<file path="src/rtl/frame_load_ctrl_pkg.sv">
// -----------------------------------------------------------------------------
// frame_load_ctrl_pkg
//   Shared definitions for the frame loader: FSM state encoding, the default
//   frame header byte and the err_code values reported to the host.
// -----------------------------------------------------------------------------
package frame_load_ctrl_pkg;

   typedef enum logic [2:0] {
      ST_IDLE = 3'd0,
      ST_SYNC = 3'd1,
      ST_LOAD = 3'd2,
      ST_DONE = 3'd3,
      ST_ERR  = 3'd4
   } state_t;

   localparam logic [7:0] SYNC_BYTE_DEF = 8'hAA;

   localparam logic ERR_CODE_TIMEOUT = 1'b0;
   localparam logic ERR_CODE_RX_ERR  = 1'b1;

   // States in which a frame is in flight (busy, watchdog armed).
   function automatic logic is_busy(input state_t s);
      return (s == ST_SYNC) || (s == ST_LOAD);
   endfunction

endpackage

</file>
<file path="src/rtl/frame_load_ctrl_rx_watchdog.sv">
// -----------------------------------------------------------------------------
// frame_load_ctrl_rx_watchdog
//   Idle-cycle watchdog for the receive stream. Counts cycles while run is
//   high; kick (a received byte) or run low clears the count. expired is
//   asserted in the cycle in which TIMEOUT_CYC idle cycles have elapsed, so a
//   consumer registering on it reacts exactly TIMEOUT_CYC cycles after the
//   last kick / entry into run.
// Ports
//   clk      in   system clock, rising edge
//   reset    in   synchronous, active-high
//   run      in   watchdog armed
//   kick     in   clear the idle count (byte received)
//   expired  out  idle limit reached this cycle (suppressed by kick)
// -----------------------------------------------------------------------------
module frame_load_ctrl_rx_watchdog #(
   parameter int TIMEOUT_CYC = 50000
) (
   input  logic clk,
   input  logic reset,
   input  logic run,
   input  logic kick,
   output logic expired
);

   localparam int CW = (TIMEOUT_CYC > 2) ? $clog2(TIMEOUT_CYC) : 1;
   localparam logic [CW-1:0] LAST = CW'(TIMEOUT_CYC - 1);

   logic [CW-1:0] cnt;

   // Saturates at LAST; the controller leaves the busy states on expiry,
   // which drops run and clears the count.
   always_ff @(posedge clk) begin
      if (reset || !run || kick) begin
         cnt <= '0;
      end else if (cnt != LAST) begin
         cnt <= cnt + 1'b1;
      end
   end

   // A byte arriving in the expiry cycle wins.
   assign expired = run && !kick && (cnt == LAST);

endmodule

</file>
<file path="src/rtl/frame_load_ctrl.sv">
// -----------------------------------------------------------------------------
// frame_load_ctrl
//   Sequences reception of one image frame from the UART receiver into the
//   frame RAM: waits for the header byte, then writes NUM_PIX pixel bytes to
//   consecutive addresses. Reports completion, receive errors and stalls.
// Ports
//   clk             in   system clock, rising edge
//   reset           in   synchronous, active-high
//   start           in   1-cycle pulse, arm for a new frame
//   rx_data         in   received byte
//   rx_valid        in   1-cycle strobe, rx_data valid
//   rx_err          in   1-cycle strobe, framing error on current byte
//   wr_en           out  frame RAM write strobe
//   wr_addr         out  frame RAM write address
//   wr_data         out  frame RAM write data
//   pixel_received  out  1-cycle pulse per stored pixel
//   busy            out  level, frame in flight (SYNC or LOAD)
//   frame_done      out  level, frame complete
//   err             out  level, frame aborted
//   err_code        out  0 = timeout, 1 = rx_err; valid while err=1
// -----------------------------------------------------------------------------
module frame_load_ctrl
   import frame_load_ctrl_pkg::*;
#(
   parameter int         NUM_PIX     = 400,
   parameter int         ADDR_W      = 9,
   parameter logic [7:0] SYNC_BYTE   = SYNC_BYTE_DEF,
   parameter int         TIMEOUT_CYC = 50000
) (
   input  logic              clk,
   input  logic              reset,
   input  logic              start,
   input  logic [7:0]        rx_data,
   input  logic              rx_valid,
   input  logic              rx_err,
   output logic              wr_en,
   output logic [ADDR_W-1:0] wr_addr,
   output logic [7:0]        wr_data,
   output logic              pixel_received,
   output logic              busy,
   output logic              frame_done,
   output logic              err,
   output logic              err_code
);

   localparam logic [ADDR_W-1:0] LAST_ADDR = ADDR_W'(NUM_PIX - 1);

   state_t            state, state_nxt;
   logic [ADDR_W-1:0] cnt, cnt_nxt;
   logic              wr_en_nxt;
   logic [ADDR_W-1:0] wr_addr_nxt;
   logic [7:0]        wr_data_nxt;
   logic              err_code_nxt;
   logic              wd_run;
   logic              wd_expired;

   assign wd_run = is_busy(state);

   frame_load_ctrl_rx_watchdog #(
      .TIMEOUT_CYC(TIMEOUT_CYC)
   ) u_watchdog (
      .clk    (clk),
      .reset  (reset),
      .run    (wd_run),
      .kick   (rx_valid),
      .expired(wd_expired)
   );

   // Next-state and next-output logic. Priority in SYNC/LOAD is
   // rx_err > rx_valid > watchdog expiry.
   always_comb begin
      state_nxt    = state;
      cnt_nxt      = cnt;
      wr_en_nxt    = 1'b0;
      wr_addr_nxt  = wr_addr;
      wr_data_nxt  = wr_data;
      err_code_nxt = err_code;

      unique case (state)
         ST_IDLE: begin
            // A byte arriving with start is never taken as the header.
            if (start) state_nxt = ST_SYNC;
         end
         ST_SYNC: begin
            if (rx_err) begin
               state_nxt    = ST_ERR;
               err_code_nxt = ERR_CODE_RX_ERR;
            end else if (rx_valid && (rx_data == SYNC_BYTE)) begin
               state_nxt = ST_LOAD;
               cnt_nxt   = '0;
            end else if (wd_expired) begin
               state_nxt    = ST_ERR;
               err_code_nxt = ERR_CODE_TIMEOUT;
            end
         end
         ST_LOAD: begin
            if (rx_err) begin
               state_nxt    = ST_ERR;
               err_code_nxt = ERR_CODE_RX_ERR;
            end else if (rx_valid) begin
               // Header-valued bytes here are ordinary pixel data.
               wr_en_nxt   = 1'b1;
               wr_addr_nxt = cnt;
               wr_data_nxt = rx_data;
               if (cnt == LAST_ADDR) state_nxt = ST_DONE;
               else                  cnt_nxt   = cnt + 1'b1;
            end else if (wd_expired) begin
               state_nxt    = ST_ERR;
               err_code_nxt = ERR_CODE_TIMEOUT;
            end
         end
         ST_DONE, ST_ERR: begin
            if (start) begin
               state_nxt    = ST_SYNC;
               err_code_nxt = 1'b0;
            end
         end
         default: state_nxt = ST_IDLE;
      endcase
   end

   // Registered state and outputs; status levels are decoded from the
   // next state so they change on the same edge as the state.
   always_ff @(posedge clk) begin
      if (reset) begin
         state          <= ST_IDLE;
         cnt            <= '0;
         wr_en          <= 1'b0;
         wr_addr        <= '0;
         wr_data        <= '0;
         pixel_received <= 1'b0;
         busy           <= 1'b0;
         frame_done     <= 1'b0;
         err            <= 1'b0;
         err_code       <= 1'b0;
      end else begin
         state          <= state_nxt;
         cnt            <= cnt_nxt;
         wr_en          <= wr_en_nxt;
         wr_addr        <= wr_addr_nxt;
         wr_data        <= wr_data_nxt;
         pixel_received <= wr_en_nxt;
         busy           <= is_busy(state_nxt);
         frame_done     <= (state_nxt == ST_DONE);
         err            <= (state_nxt == ST_ERR);
         err_code       <= err_code_nxt;
      end
   end

endmodule
</file>
<file path="config.mk">
export PLATFORM = sky130hd
export DESIGN_NAME = frame_load_ctrl
export DESIGN_NICKNAME = d
export VERILOG_FILES = /design/src/rtl/frame_load_ctrl_pkg.sv /design/src/rtl/frame_load_ctrl_rx_watchdog.sv /design/src/rtl/frame_load_ctrl.sv
export SDC_FILE = /design/constraint.sdc
export NUM_CORES = 1
export LEC_CHECK = 0
export CORE_MARGIN = 2
export CORE_UTILIZATION = 48
export DETAILED_ROUTE_END_ITERATION = 16
export PLACE_DENSITY = 0.81
export SLEW_MARGIN = 20
export SYNTH_ARGS = -nofsm -noshare
export SYNTH_HDL_FRONTEND = slang
export SYNTH_HIERARCHICAL = 1
export SYNTH_SLANG_ARGS = --single-unit
</file>
<file path="constraint.sdc">
create_clock -name clk -period 5.4 [get_ports clk]
set_input_delay 1.08 -clock clk [delete_from_list [all_inputs] [get_ports clk]]
set_output_delay 1.08 -clock clk [all_outputs]
set_load 0.02 [all_outputs]
</file>
==> summary.txt <==
Floorplanning
  – Total core area: 4720 µm²
  – Initial Util: 49.6%
  – Die height: 73.9 µm
  – FP Rows: 25
  – Full die area: 5460 µm²
  – IO Count: 36
  – Die Wd: ~74 µm

Place
  – Inst Count DP: 363
  – Port Buffers: 35
  – Final HPWL DP: 3290 µm
  – Routability Congestion: 0.871

Power and ir drop
  – Clk pwr share: around 39%
  – Max VDD drop: 0.118 mV
  – Pwr Density: 235 nW/µm²
  – Sequential power share: between 50% and 60%
  – NetSw: 0.000138 W
  – Design Power: 0.000665 W
  – Switch share: 20.8%
  – Static leakage: 0.913 nW
  – Combinational share of power: 5.2%
  – Internal Power: 0.000527 W

Global route
  – First-pass GRT wire length: about 7700 µm
  – Vias in the first global route: 1,730
  – Gr ovfl total: 0
  – Antenna violations before repair: 0
  – Total global-route track usage: 17.7%
  – Pin count of the biggest net entering global routing: 31

Worst hold path
  – Worst hold path type: flop to flop
  – Hold path start: wr_data[5]$_SDFFE_PP0P_
  – Hold path cells: 2
  – Worst Hold End: wr_data[5]$_SDFFE_PP0P_

Run status
  – Run status: finished, final reports clean

Clocking
  – TritonCTS buffer count: 5
  – Post-CTS Hold Fix Bufs: 0
  – Clock root cell: clkbuf_8
  – Post-CTS Setup Inserts: 0
  – CTS tree: built
  – Post-cts sizing count: 0
  – Clk_lat worst skew: 0.30 ns
  – Bufs on Longest Clock Path: 2
  – Clock sinks: 50
  – Reg clk slew, reported paths: approximately 0.090 ns
  – Htree depth: 2

Logic synthesis
  – Synth Flop Type: dfxtp_1
  – Syn Nets: around 290
  – Count of cell types in the netlist: 46
  – Share of synthesized registers carrying an async set or reset: 0%
  – Yosys reg bits: 50
  – Syn Inst Count: 273
  – Mean Syn Cell Area: 8.58 µm²
  – Mapped Area: between 2000 and 2500 µm²
  – Yosys warns: 6
  – Number of synthesized flops with an enable pin: 0
  – Sequential fraction of the synthesis area: between 40% and 50%

Timing
  – Worst-Margin Slew: about 0.73 ns
  – Skew final: 0.00680 ns
  – Fin. Hold Viols: 0
  – Rel. slew slack: 51.1%
  – Final setup fails: 0
  – Final Max Slew Viols: 0
  – Setup TNS: 0 ns
  – Crit share post-route: approximately 60%
  – Maximum clock rate: 0.309 GHz
  – Final min period: 3.24 ns
  – RSZ-0062 raised after global routing: false

Critical path
  – FF-to-FF End: cnt[5]$_SDFFE_PP0P_
  – CP delay by family, top: simple AND/OR/NAND/NOR gates
  – Worst Setup Start Kind: primary input
  – Worst path bufs/invs: 1
  – WS Path Type: primary input to flop
  – Crit Reg-Reg Startpoint: state[1]$_SDFF_PP0_
  – Critical-path top delay cell: clkdlybuf4s50_1
  – Crit-path max FO: 23
  – Worst Setup End Kind: flop
  – Critical path depth: 6
  – R2R Setup Slk: 2.87 ns
  – Crit path DAT: 3.47 ns
  – Worst R2R Path Depth: 5
  – CP Data Required Time: 5.64 ns
  – Worst Setup SP: rx_valid
  – CP peak stage delay: roughly 0.57 ns
  – Critical-path cell list: clkdlybuf4s50_1, nor2b_1, nand2_1, o21a_2, or4_1, a21oi_1

Layout
  – Nets: approximately 320
  – Diode count: 0
  – FILL cells: 400
  – Share of layout cells above drive strength 1: 7.89%
  – Register area: 1000 µm²
  – Commonest non-fill, non-tap cell in the layout: dfxtp_1
  – Commonest cells after routing, fill and taps aside: dfxtp_1, nand2_1, clkdlybuf4s50_1
  – Area growth, synth to finish: 20.6%
  – Final cell utilization of the core: approximately three fifths
  – Multi-input gate area: 1240 µm²
  – Final Non-Filler Cells: 371

Drt
  – Total number of vias: 1,940
  – Vias per inst: 5.23
  – Number of DRC markers in iteration 0: 72
  – DR DRC count: 0
  – Wire length per cell: 12.4 µm
  – Final ANT Viol Nets: 0
  – WL final: 4600 µm
  – First-pass DRT Iterations: 4

Flow run
  – Max_cap viols: 0
-- per-layer routing --
| layer | vias up | global-route usage, % | wire length, µm |
|---|---|---|---|
| li1 | 1008 | - | - |
| met1 | 907 | 23.9 | 2230 |
| met2 | 25 | 27.7 | 2240 |
| met3 | 0 | 4.12 | 127 |
| met4 | 0 | 6.26 | 0 |
| met5 | - | 0 | 0 |
-- final cells by class --
class / count / share of cell area, %
clock buffer: 6 / 2.57
clock inverter: 2 / 1.33
inverter: 8 / 1.06
multi-input combinational: 202 / 44.0
sequential: 50 / 35.4
tap: 67 / 2.97
timing repair buffer: 36 / 12.7
-- metrics by stage --
| stage | hold WS [ns] | instance area [µm²] | worst slack (ns) |
|---|---|---|---|
| 4_1_cts | 0.462 | 2830 | 2.22 |
| 6_report | 0.461 | 2830 | 2.16 |
| 3_3_place_gp | 0.443 | 2720 | 1.95 |
| 3_5_place_dp | 0.450 | 2720 | 1.90 |
| 2_1_floorplan | 0.445 | 2340 | 3.08 |
| 5_1_grt | 0.477 | 2830 | 2.01 |
-- Yosys cell counts (all sizes together), types with 3 or more instances --
master  number  share of area [%]
nand2       43                6.9
nand2b       3               0.80
and4         3                1.1
nor3         7                1.5
buf          5                1.7
xnor2       12                4.5
nor4         3                1.6
nor2b        7                1.9
o21ai        9                1.9
inv          8                1.3
and2         3               0.80
nor2        25                4.0
nor4b        3                2.0
nor3b        3                1.2
clkbuf       8                1.3
or3          5                1.3
nand3        8                2.2
and4bb       3                1.8
dfxtp       50                 43
a21oi       32                6.8
nand4        9                4.0
-- worst min-delay path, delay by kind of cell (launching register included) --
family | cells | cell delay, ns
and+or+nand+nor | 1 | 0.05
AOI/OAI and AO/OA | 1 | 0.05
DFF | 1 | 0.32
-- cells by family after synthesis --
| kind of cell | after synthesis | share of synthesized area (%) |
|---|---|---|
| DFF | 50 | 42.7 |
| and+or+nand+nor | 133 | 33.7 |
| adders and majority gates | 2 | 1.07 |
| buffers and inverters | 21 | 4.27 |
| AOI/OAI and AO/OA | 51 | 12.1 |
| xor gates and xnor gates | 14 | 5.23 |
| muxes | 2 | 0.854 |
-- state kept, by name, indices dropped and copies added, names as in the netlist --
register,cells
cnt,9
pixel_received,1
err_code,1
busy,1
state,3
frame_done,1
err,1
wr_data,8
u_watchdog/cnt,16
wr_addr,9
-- power by group through the flow --
stage	registers, W	clock network [W]	logic, W
finish	0.000374	0.000256	0.0000346
global route	0.000375	0.000279	0.0000382
CTS	0.000374	0.000265	0.0000347
detailed placement	0.000383	0	0.0000345
global placement	0.000383	0	0.0000343
floorplan	0.000382	0	0.0000188
-- how the worst max path moves through the flow --
stage                          end
2_1_floorplan  cnt[5]$_SDFFE_PP0P_
3_3_place_gp   cnt[5]$_SDFFE_PP0P_
3_5_place_dp   cnt[5]$_SDFFE_PP0P_
4_1_cts        cnt[5]$_SDFFE_PP0P_
5_1_grt        cnt[5]$_SDFFE_PP0P_
6_report       cnt[5]$_SDFFE_PP0P_
(Power assumes the default switching activity.)
